==> src/rtl/input_pkg.sv <==
// Shared constants and types for the bicycle computer input conditioner.
package input_pkg;

  localparam int NUM_CH   = 4;
  localparam int CH_MODE  = 0;
  localparam int CH_TRIP  = 1;
  localparam int CH_FORK  = 2;
  localparam int CH_CRANK = 3;

  // Defaults at a 12.8 kHz clock: 625 us, 20 ms and 2 s respectively.
  localparam int DEF_SENSOR_DEBOUNCE = 8;
  localparam int DEF_BUTTON_DEBOUNCE = 256;
  localparam int DEF_LONG_PRESS      = 25600;

  localparam int SENSOR_CNT_W = 8;
  localparam int BUTTON_CNT_W = 16;

  typedef logic [15:0] hold_cnt_t;

  typedef enum logic {
    DEB_IDLE   = 1'b0,
    DEB_ACTIVE = 1'b1
  } deb_state_t;

endpackage

==> src/rtl/debounce_channel.sv <==
// One input channel: two-flop synchroniser of the inverted pin, a
// consecutive-sample debounce FSM and a press pulse on IDLE->ACTIVE.
module debounce_channel
  import input_pkg::*;
#(
  parameter int DEBOUNCE = 8,
  parameter int CNT_W    = 8
) (
  input  logic Clock,
  input  logic Reset,
  input  logic nPin,
  output logic Pulse,
  output logic Stable
);

  localparam logic [CNT_W-1:0] CNT_LAST = CNT_W'(DEBOUNCE - 1);

  logic             sync_p0;
  logic             sync_p1;
  deb_state_t       state;
  deb_state_t       state_nxt;
  logic [CNT_W-1:0] cnt;
  logic [CNT_W-1:0] cnt_nxt;
  logic             pulse_nxt;
  logic             differ;

  // Synchroniser: an unknown pin level reads as inactive.
  always_ff @(posedge Clock) begin
    if (Reset) begin
      sync_p0 <= 1'b0;
      sync_p1 <= 1'b0;
    end else begin
      // stage 0: sample the inverted pin
      sync_p0 <= (nPin === 1'b0);
      // stage 1: second flop, metastability settling
      sync_p1 <= sync_p0;
    end
  end

  // Debounce state, run-length counter and registered press pulse.
  always_ff @(posedge Clock) begin
    if (Reset) begin
      state <= DEB_IDLE;
      cnt   <= '0;
      Pulse <= 1'b0;
    end else begin
      state <= state_nxt;
      cnt   <= cnt_nxt;
      Pulse <= pulse_nxt;
    end
  end

  // Count consecutive samples disagreeing with the stable level; toggle on
  // the DEBOUNCE-th one, and restart the count whenever the sample agrees.
  always_comb begin
    state_nxt = state;
    cnt_nxt   = '0;
    pulse_nxt = 1'b0;
    differ    = (sync_p1 != (state == DEB_ACTIVE));
    if (differ) begin
      if (cnt == CNT_LAST) begin
        state_nxt = (state == DEB_IDLE) ? DEB_ACTIVE : DEB_IDLE;
        pulse_nxt = (state == DEB_IDLE);
      end else begin
        cnt_nxt = cnt + 1'b1;
      end
    end
  end

  assign Stable = (state == DEB_ACTIVE);

endmodule

==> src/rtl/input_conditioner.sv <==
// Front end between the bicycle computer pins and the core: four debounced
// channels plus a long-press detector on the Trip button.
module input_conditioner
  import input_pkg::*;
#(
  parameter int SENSOR_DEBOUNCE = DEF_SENSOR_DEBOUNCE,
  parameter int BUTTON_DEBOUNCE = DEF_BUTTON_DEBOUNCE,
  parameter int LONG_PRESS      = DEF_LONG_PRESS
) (
  input  logic       Clock,
  input  logic       Reset,
  input  logic       nMode,
  input  logic       nTrip,
  input  logic       nFork,
  input  logic       nCrank,
  output logic       ModePulse,
  output logic       TripPulse,
  output logic       TripLong,
  output logic       ForkPulse,
  output logic       CrankPulse,
  output logic [3:0] Pressed
);

  localparam hold_cnt_t LONG_LAST = hold_cnt_t'(LONG_PRESS);

  logic [NUM_CH-1:0] pulse;
  logic [NUM_CH-1:0] stable;
  hold_cnt_t         hold;

  debounce_channel #(.DEBOUNCE(BUTTON_DEBOUNCE), .CNT_W(BUTTON_CNT_W)) u_mode (
    .Clock(Clock), .Reset(Reset), .nPin(nMode),
    .Pulse(pulse[CH_MODE]), .Stable(stable[CH_MODE])
  );

  debounce_channel #(.DEBOUNCE(BUTTON_DEBOUNCE), .CNT_W(BUTTON_CNT_W)) u_trip (
    .Clock(Clock), .Reset(Reset), .nPin(nTrip),
    .Pulse(pulse[CH_TRIP]), .Stable(stable[CH_TRIP])
  );

  debounce_channel #(.DEBOUNCE(SENSOR_DEBOUNCE), .CNT_W(SENSOR_CNT_W)) u_fork (
    .Clock(Clock), .Reset(Reset), .nPin(nFork),
    .Pulse(pulse[CH_FORK]), .Stable(stable[CH_FORK])
  );

  debounce_channel #(.DEBOUNCE(SENSOR_DEBOUNCE), .CNT_W(SENSOR_CNT_W)) u_crank (
    .Clock(Clock), .Reset(Reset), .nPin(nCrank),
    .Pulse(pulse[CH_CRANK]), .Stable(stable[CH_CRANK])
  );

  // Hold counter saturates at LONG_PRESS so TripLong fires once per press.
  always_ff @(posedge Clock) begin
    if (Reset) begin
      hold     <= '0;
      TripLong <= 1'b0;
    end else if (!stable[CH_TRIP]) begin
      hold     <= '0;
      TripLong <= 1'b0;
    end else if (hold != LONG_LAST) begin
      hold     <= hold + 1'b1;
      TripLong <= (hold == (LONG_LAST - 1'b1));
    end else begin
      TripLong <= 1'b0;
    end
  end

  assign ModePulse  = pulse[CH_MODE];
  assign TripPulse  = pulse[CH_TRIP];
  assign ForkPulse  = pulse[CH_FORK];
  assign CrankPulse = pulse[CH_CRANK];
  assign Pressed    = stable;

endmodule

==> config.mk <==
export PLATFORM = sky130hd
export DESIGN_NAME = input_conditioner
export DESIGN_NICKNAME = d
export VERILOG_FILES = /design/src/rtl/input_pkg.sv /design/src/rtl/debounce_channel.sv /design/src/rtl/input_conditioner.sv
export SDC_FILE = /design/constraint.sdc
export NUM_CORES = 1
export LEC_CHECK = 0
export CAP_MARGIN = 40
export CORE_ASPECT_RATIO = 1.5
export CORE_UTILIZATION = 45
export CTS_CLUSTER_DIAMETER = 150
export DETAILED_ROUTE_END_ITERATION = 8
export SLEW_MARGIN = 15
export SYNTH_ARGS = -nofsm -noshare
export SYNTH_HDL_FRONTEND = slang
export SYNTH_SLANG_ARGS = --single-unit
==> constraint.sdc <==
create_clock -name Clock -period 4.9 [get_ports Clock]
set_clock_uncertainty 0.05 [all_clocks]
set_input_delay 0.98 -clock Clock [delete_from_list [all_inputs] [get_ports Clock]]
set_output_delay 0.98 -clock Clock [all_outputs]
set_load 0.02 [all_outputs]
==> impl_metrics.ini, run 1 <==
[finish]
drive_above_1_share_pct = 4.86
final_cell_mix = dfxtp_1, nor2_1, xnor2_1
final_common_cell = dfxtp_1
n_antenna_cell = 0
fillCellCount = 719
nets = 398
stdcell_count = 491
regArea_mm2 = 0.00162
syn2layout_area_growth_pct = 11.8
multiInputGateArea_mm2 = 0.00163

[logic_synthesis]
synth_edf_count = 0
synth_seq_cells = 81
yosysSeqAreaShare_pct = 47.8
synthArstFlopShare_pct = 0
yosysWarnings = 0
syn_nets = 386
synthCells = 374
avgSynthCellArea_um2 = 9.08
synth.distinct_cells = 36
synthFlopType = dfxtp_1
synthesis.area_mm2 = 0.00339

[setup_path]
critPathLaunchType = flop
end_kind = primary output
worst-setup-path-type = reg2out
cp_max_fo = 5
worst_path_max_delay_cell = clkdlybuf4s50_1
crit_arrival_ns = 1.43
cpLargestDelayFamily = buffers and inverters
crit_buf_inv = 1
critPathRequiredTime_ns = 3.87
cp_slowest_stage_delay_ns = 0.65
crit_chain = clkdlybuf4s50_1

[drt]
routed_wl_um = 5740
vias = 2493
drc = 0
antenna_left = 0
vias_per_cell = 5.08
dr.first_iter.drc_count = 91
first_pass_iters = 4
avgRoutedWirePerCell_um = 11.7

[placed_design]
numPlacedInstances = 475
gp_congestion = 0.781
pre_cts_slack_ns = 2.13
io_buffers = 14
place_hpwl_um = 4010

[sta]
hold_viol_final = 0
max_slew_margin_pct = 55.6
fmax_ghz = 0.407
setup_viol = 0
setup_ws_ns = 2.44
tightest_slew_ns = 0.666
rsz0062_at_grt = false
period_minus_slack_ns = 2.46
whs_ns = 0.392
setup_tns_ns = 0
finalCritPeriodShare_pct = 50.2
slew_violations = 0

[run]
maxCapViolCount = 0

[floorplan]
die_area_mm2 = 0.00790
dieWidth_um = 72.9
ioPinCount = 15
core-area_mm2 = 0.00727
start_util_pct = 46.7
row_count = 38
die_h_um = 108

[clock_tree]
clk_pin_slew_worst_paths_ns = 0.08
clock_path_buffers = 2
cts_inserted_buffers = 9
cts_setup_buffers = 0
h-tree-depth = 3
ctsResizeCount = 0
insertion_delay_ns = 0.35
cts_root_buf = clkbuf_8
cts_hold_buf = 0
cts.sinks = 81
cts_tree = built

[grt]
antenna_found_initial = 0
first_global_vias = 2324
grt_pass1_wl_um = 10100
grtUsageTotal_pct = 16.4
overflow = 0
grt_max_degree = 23

[power]
peakVddDrop_mv = 0.193
p_leak_nw = 1.24
powerDensity_mw_per_mm2 = 322
power_w = 0.00122

[status]
status = finished clean

[hold_path]
min_path_type = reg2reg
cell usage after synthesis, types with 3 or more instances:
library cell | number | area share (%)
dfxtp_1 | 81 | 48
nor2_1 | 79 | 8.7
xnor2_1 | 33 | 8.5
nand3_1 | 25 | 3.7
xor2_1 | 24 | 6.2
nand4_1 | 17 | 3.1
nor4_1 | 15 | 2.8
nand2_1 | 13 | 1.4
nor3_1 | 13 | 1.9
inv_1 | 12 | 1.3
and3_1 | 10 | 1.8
ha_1 | 6 | 2.2
clkbuf_1 | 5 | 0.55
mux2i_1 | 5 | 1.5
buf_4 | 4 | 0.88
nand2b_1 | 4 | 0.74
nor2b_1 | 4 | 0.74
or4_1 | 3 | 0.66
state kept, by name, indices dropped and copies added (netlist names), 8 cells and up:
name         flops
u_crank.cnt      8
u_mode.cnt      16
hold            16
u_fork.cnt       8
u_trip.cnt      16
metal layers:
metal | wire, um | up-vias | global-route usage [%]
met3 | 172 | 5 | 5.31
li1 | - | 1288 | -
met2 | 2900 | 24 | 28.3
met1 | 2600 | 1176 | 18.4
met5 | 0 | - | 0
met4 | 78 | 0 | 6.72
layout make-up:
type	count	area share [%]
Clock buffer	14	4.28
Tap cell	100	3.30
Clock inverter	2	1.58
Sequential cell	81	42.7
Timing Repair Buffer	15	3.89
Inverter	12	1.19
Multi-Input combinational cell	267	43.0
report_power, final:
group           total, W  switching [W]  internal [W]
registers       0.000664     0.00000242      0.000662
clock network   0.000544       0.000228      0.000316
logic          0.0000154     0.00000787    0.00000749
total            0.00122       0.000239      0.000985
stage by stage:
stage	utilization (%)	instance area, um2
detailed placement	49.1	3570
CTS	52.2	3800
global placement	49.1	3570
finish	52.2	3800
floorplan	-	3390
global route	52.2	3800
cell families after synthesis:
logic type / synth area share [%]
fa+ha+maj: 2.21
simple gates: 29.1
buf+inv: 4.09
xor+xnor: 14.7
flops: 47.8
compound gates: 0.627
mux: 1.47
path summary, 6_finish.rpt:
| kind | from | end | slack [ns] | cells past startpoint |
|---|---|---|---|---|
| worst max-delay path | u_trip.Stable | Pressed[1] | 2.44 | 1 |
| worst min-delay path | u_mode.sync_p0 | u_mode.sync_p1 | 0.39 | 1 |
| worst max register to register | u_trip.cnt[0] | u_trip.cnt[10] | 2.80 | 5 |
| worst min register to register | u_mode.sync_p0 | u_mode.sync_p1 | 0.39 | 1 |
Power figures use the tool's default switching activity.
==> run 2: changes to the inputs <==
==> constraint.sdc (replaced) <==
create_clock -name Clock -period 2.4 [get_ports Clock]
set_clock_uncertainty 0.05 [all_clocks]
set_input_delay 0.48 -clock Clock [delete_from_list [all_inputs] [get_ports Clock]]
set_output_delay 0.48 -clock Clock [all_outputs]
set_load 0.02 [all_outputs]
==> run 2 against run 1 <==
Clock power grew 51%. Sequential share of layout area is 0.50 points higher. Non-clock buffer count increased by 3. Combinational power is 110% higher. Register-to-register slack worse by 2.4 ns. Die area did not move. Sequential power increased by 100%. Hold slack got worse by 0.0074 ns. Critical path depth increased by 4. Critical endpoint is now u_trip.cnt[15]. Highest routed layer unchanged.
==> impl_metrics.ini, run 2 (synthesis results as in run 1) <==
[drt]
drc = 0
first_pass_iters = 4
vias_per_cell = 5.06
antenna_left = 0
avgRoutedWirePerCell_um = 11.8
vias = 2498
routed_wl_um = 5810
dr.first_iter.drc_count = 118

[clock_tree]
cts_inserted_buffers = 9
clk_pin_slew_worst_paths_ns = 0.08
cts.sinks = 81
cts_tree = built
cts_hold_buf = 0
cts_root_buf = clkbuf_8
ctsResizeCount = 0
cts_setup_buffers = 0
insertion_delay_ns = 0.35
clock_path_buffers = 2
h-tree-depth = 3

[setup_path]
critPathRequiredTime_ns = 2.56
critPathLaunchType = flop
worst-setup-path-type = reg2reg
crit_arrival_ns = 2.14
cp_max_fo = 16
end_kind = flop
worst_path_max_delay_cell = or3_1
cp_slowest_stage_delay_ns = 0.52
cpLargestDelayFamily = simple AND/OR/NAND/NOR gates
crit_buf_inv = 0
crit_chain = ha_1 -> nand4_1 -> nor4_4 -> or3_1 -> nor2_1

[sta]
fmax_ghz = 0.506
setup_tns_ns = 0
hold_viol_final = 0
tightest_slew_ns = 0.554
period_minus_slack_ns = 1.98
slew_violations = 0
rsz0062_at_grt = false
setup_viol = 0
max_slew_margin_pct = 63.1
whs_ns = 0.385
finalCritPeriodShare_pct = 82.3

[power]
clkPwrFrac_pct = 37.1
peakVddDrop_mv = 0.317
p_int_w = 0.00174
seqPwrFrac_pct = 61.4
powerDensity_mw_per_mm2 = 589
power_w = 0.00221
share_comb_of_total_power_pct = 1.5
p_leak_nw = 1.22
p_sw_share_pct = 21.2
p_switching_w = 0.000467

[finish]
n_antenna_cell = 0
top_regs = hold x16, u_mode.cnt x16, u_trip.cnt x16
regArea_mm2 = 0.00162
syn2layout_area_growth_pct = 10.5
fillCellCount = 706
final_common_cell = dfxtp_1
final_cell_mix = dfxtp_1, nor2_1, xnor2_1
final_util_pct = 51.6
multiInputGateArea_mm2 = 0.00163
nets = 401
drive_above_1_share_pct = 5.33

[floorplan]
start_util_pct = 46.7
row_count = 38
die_area_mm2 = 0.00790
ioPinCount = 15
core-area_mm2 = 0.00727
die_h_um = 108
dieWidth_um = 72.9

[run]
maxCapViolCount = 0

[grt]
grtUsageTotal_pct = 17.0
grt_max_degree = 17
grt_pass1_wl_um = 10300
first_global_vias = 2351
antenna_found_initial = 0
overflow = 0

[status]
status = finished clean

[hold_path]
min_path_type = reg2reg

[placed_design]
place_hpwl_um = 4140
gp_congestion = 0.800
io_buffers = 14
==> run 2: cell types whose count changed in the layout (fill, tap and decap cells not counted), sizes merged <==
| cell | delta |
|---|---|
| buf | +3 |
| bufinv | -2 |
| clkbuf | -1 |
| clkinv | +2 |
| clkinvlp | +1 |
==> run 2: layout make-up <==
class | count | share of cell area [%]
Sequential cell | 81 | 43.2
Clock inverter | 3 | 0.467
Multi-Input combinational cell | 267 | 43.5
Timing Repair Buffer | 18 | 4.53
Tap cell | 100 | 3.33
Clock buffer | 13 | 3.70
Inverter | 12 | 1.20
==> run 2: through the flow <==
stage	area (um2)	instances	worst slack, ns
after floorplan	3390	374	0.673
after CTS	3750	494	0.407
final	3750	494	0.424
after global routing	3750	494	0.216
after global placement	3600	478	0.402
after detailed placement	3600	478	0.392
==> run 2: metal layers <==
metal | GRT usage, % | wire length [um] | part of all wire [%]
met1 | 18.5 | 2600 | 45
met3 | 4.10 | 181 | 3.1
met5 | 0 | 0 | 0
met2 | 29.1 | 2890 | 50
met4 | 10.5 | 143 | 2.5
==> run 2: final timing paths <==
| path | startpoint | end | slack, ns | cells past startpoint |
|---|---|---|---|---|
| worst min-delay path | u_fork.sync_p0 | u_fork.sync_p1 | 0.38 | 1 |
| worst min register to register | u_fork.sync_p0 | u_fork.sync_p1 | 0.38 | 1 |
| worst max-delay path | u_trip.cnt[0] | u_trip.cnt[15] | 0.42 | 5 |
| worst max register to register | u_trip.cnt[0] | u_trip.cnt[15] | 0.42 | 5 |
==> run 2: power by group through the flow <==
stage,Combinational (W),Clock [W],Sequential (W)
4_1_cts,0.0000340,0.000867,0.00136
3_3_place_gp,0.0000331,0,0.00139
5_1_grt,0.0000370,0.000934,0.00136
3_5_place_dp,0.0000338,0,0.00139
6_report,0.0000330,0.000820,0.00136
2_1_floorplan,0.0000217,0,0.00139
==> run 3: changes to the inputs <==
==> constraint.sdc (replaced) <==
create_clock -name Clock -period 1.6 [get_ports Clock]
set_clock_uncertainty 0.05 [all_clocks]
set_input_delay 0.32 -clock Clock [delete_from_list [all_inputs] [get_ports Clock]]
set_output_delay 0.32 -clock Clock [all_outputs]
set_load 0.02 [all_outputs]
==> run 3 against run 2 <==
The run now ends with negative setup slack left. Sequential share of layout area shrank 4.2 points. Total power grew 55%. First-iteration DRC count fell by 19%. Cell count up 9.1%. Hold slack improved by 0.0069 ns. Fmax increased by 19%. Clock power up 62%. Routed wire length is 8.6% higher. Die area unchanged. Worst setup slack got worse by 0.48 ns. Highest routed layer unchanged.
==> impl_metrics.ini, run 3 (synthesis results as in run 1) <==
[finish]
nets = 446
n_antenna_cell = 0
stdcell_count = 539
final_cell_area_mm2 = 0.00417
top_regs = hold x16, u_mode.cnt x16, u_trip.cnt x16
fillCellCount = 671
final_cell_mix = nor2_1, dfxtp_1, buf_4
drive_above_1_share_pct = 19.6
final_common_cell = nor2_1
syn2layout_area_growth_pct = 22.9

[clock_tree]
cts_hold_buf = 0
cts_inserted_buffers = 9
cts.sinks = 81
clock_path_buffers = 2
cts_root_buf = clkbuf_8
clk_pin_slew_worst_paths_ns = 0.08
h-tree-depth = 3
cts_tree = built
insertion_delay_ns = 0.36

[drt]
dr.first_iter.drc_count = 96
routed_wl_um = 6310
avgRoutedWirePerCell_um = 11.7
vias = 2662
antenna_left = 0
drc = 0
first_pass_iters = 4
vias_per_cell = 4.94

[grt]
antenna_found_initial = 0
grtUsageTotal_pct = 18.1
grt_use_met3_pct = 2.80
grtUsageMet1_pct = 20.3
grt_max_degree = 17
first_global_vias = 2508
grtUsageMet2_pct = 30.7
grt_pass1_wl_um = 10800
busiest_layer = met2
overflow = 0

[placed_design]
numPlacedInstances = 523
placed_area_mm2 = 0.00396
io_buffers = 14
gp_congestion = 0.792
place_hpwl_um = 4580

[floorplan]
die_area_mm2 = 0.00790
die_h_um = 108
row_count = 38
ioPinCount = 15
core-area_mm2 = 0.00727
start_util_pct = 46.7
dieWidth_um = 72.9

[sta]
hold_viol_final = 0
whs_ns = 0.392
setup_viol = 17
tightest_slew_ns = 0.371
setup_ws_ns = -0.0555
fmax_ghz = 0.604
period_minus_slack_ns = 1.66
slew_violations = 0
rsz0062_at_grt = true
finalCritPeriodShare_pct = 103
max_slew_margin_pct = 75.1

[status]
violations = negative setup slack
status = finished with violations

[power]
share_comb_of_total_power_pct = 1.9
powerDensity_mw_per_mm2 = 822
p_int_w = 0.00266
p_sw_share_pct = 22.4
peakVddDrop_mv = 0.472
p_switching_w = 0.000769
p_leak_nw = 1.51
seqPwrFrac_pct = 59.2
clkPwrFrac_pct = 38.9
power_w = 0.00343

[setup_path]
worst-setup-path-type = reg2reg
end_kind = flop
rrSetupSlack_ns = -0.06
cp_max_fo = 2
r2r-end = u_trip.Stable
crit_arrival_ns = 1.87
critPathLaunchType = flop
rr_startpoint = u_trip.cnt[9]
critPathRequiredTime_ns = 1.81
reg2reg_depth = 5

[hold_path]
min_path_type = reg2reg
min_to = u_fork.cnt[0]
hold_depth = 1
hold_start = u_fork.cnt[0]

[run]
maxCapViolCount = 0
-- run 3: cell count changes in the layout (fill, tap and decap cells not counted), moves of 3 or more --
| cell | previous run | this run |
|---|---|---|
| dlygate4sd2_1 | 0 | 9 |
| ha_1 | 6 | 3 |
| buf_4 | 4 | 48 |
| dfxtp_2 | 0 | 6 |
| dfxtp_1 | 81 | 75 |
| clkdlybuf4s50_1 | 14 | 5 |
| clkbuf_1 | 4 | 1 |
-- run 3: area by class of cell --
| class | count | area, um2 | share of cell area [%] |
|---|---|---|---|
| flip-flops and latches | 81 | 1630 | 39.0 |
| well taps | 100 | 125 | 3.00 |
| clock buffers | 11 | 141 | 3.39 |
| clock inverters | 5 | 31.3 | 0.750 |
| multi-input cells | 267 | 1690 | 40.5 |
| repair buffers | 63 | 509 | 12.2 |
| inverters | 12 | 45.0 | 1.08 |
-- run 3: how the worst max path moves through the flow --
stage                        start        endpoint  slack, ns  cells past startpoint
floorplan           u_trip.cnt[14]  u_trip.cnt[14]      -0.07                      6
global placement             Reset   u_fork.cnt[6]      -0.08                      5
detailed placement           Reset   u_fork.cnt[5]      -0.12                      5
CTS                 u_trip.cnt[14]   u_trip.Stable      -0.04                      5
global route         u_trip.cnt[9]   u_trip.Stable       -0.1                      5
finish               u_trip.cnt[9]   u_trip.Stable      -0.06                      5
-- run 3: layer usage --
| layer | vias up | part of all wire, % |
|---|---|---|
| li1 | 1385 | - |
| met1 | 1238 | 45 |
| met3 | 11 | 2.0 |
| met5 | - | 0 |
| met4 | 0 | 3.2 |
| met2 | 28 | 50 |
-- run 3: timing repair --
item / in CTS / in global routing
buffers inserted: 0 / 0
gates resized for setup: 10 / 13
endpoints found under the setup margin: 26 / 42
pin swaps: 1 / 5
endpoints found under the hold margin: 0 / 0
-- run 3: worst max-delay path: stages (launching register included) --
cell and delay, ns:
dfxtp_2 0.32, or4_4 0.55, nor4_4 0.25, buf_4 0.16, mux2i_1 0.17, nor2_1 0.06
-- run 3: metrics by stage --
| stage | setup WS [ns] | util (%) | TNS, ns |
|---|---|---|---|
| 6_report | -0.0555 | 57.4 | -0.651 |
| 5_1_grt | -0.0983 | 57.4 | -1.50 |
| 4_1_cts | -0.0439 | 56.8 | -0.573 |
| 3_5_place_dp | -0.122 | 54.5 | -2.44 |
| 3_3_place_gp | -0.0789 | 54.5 | -1.56 |
| 2_1_floorplan | -0.0748 | - | -0.726 |
-- run 3: power by group through the flow --
| stage | clock [W] | sequential [W] | combinational (W) |
|---|---|---|---|
| floorplan | 0 | 0.00208 | 0.0000329 |
| global placement | 0 | 0.00208 | 0.0000625 |
| detailed placement | 0 | 0.00208 | 0.0000631 |
| CTS | 0.00139 | 0.00203 | 0.0000643 |
| global route | 0.00146 | 0.00203 | 0.0000710 |
| finish | 0.00133 | 0.00203 | 0.0000638 |
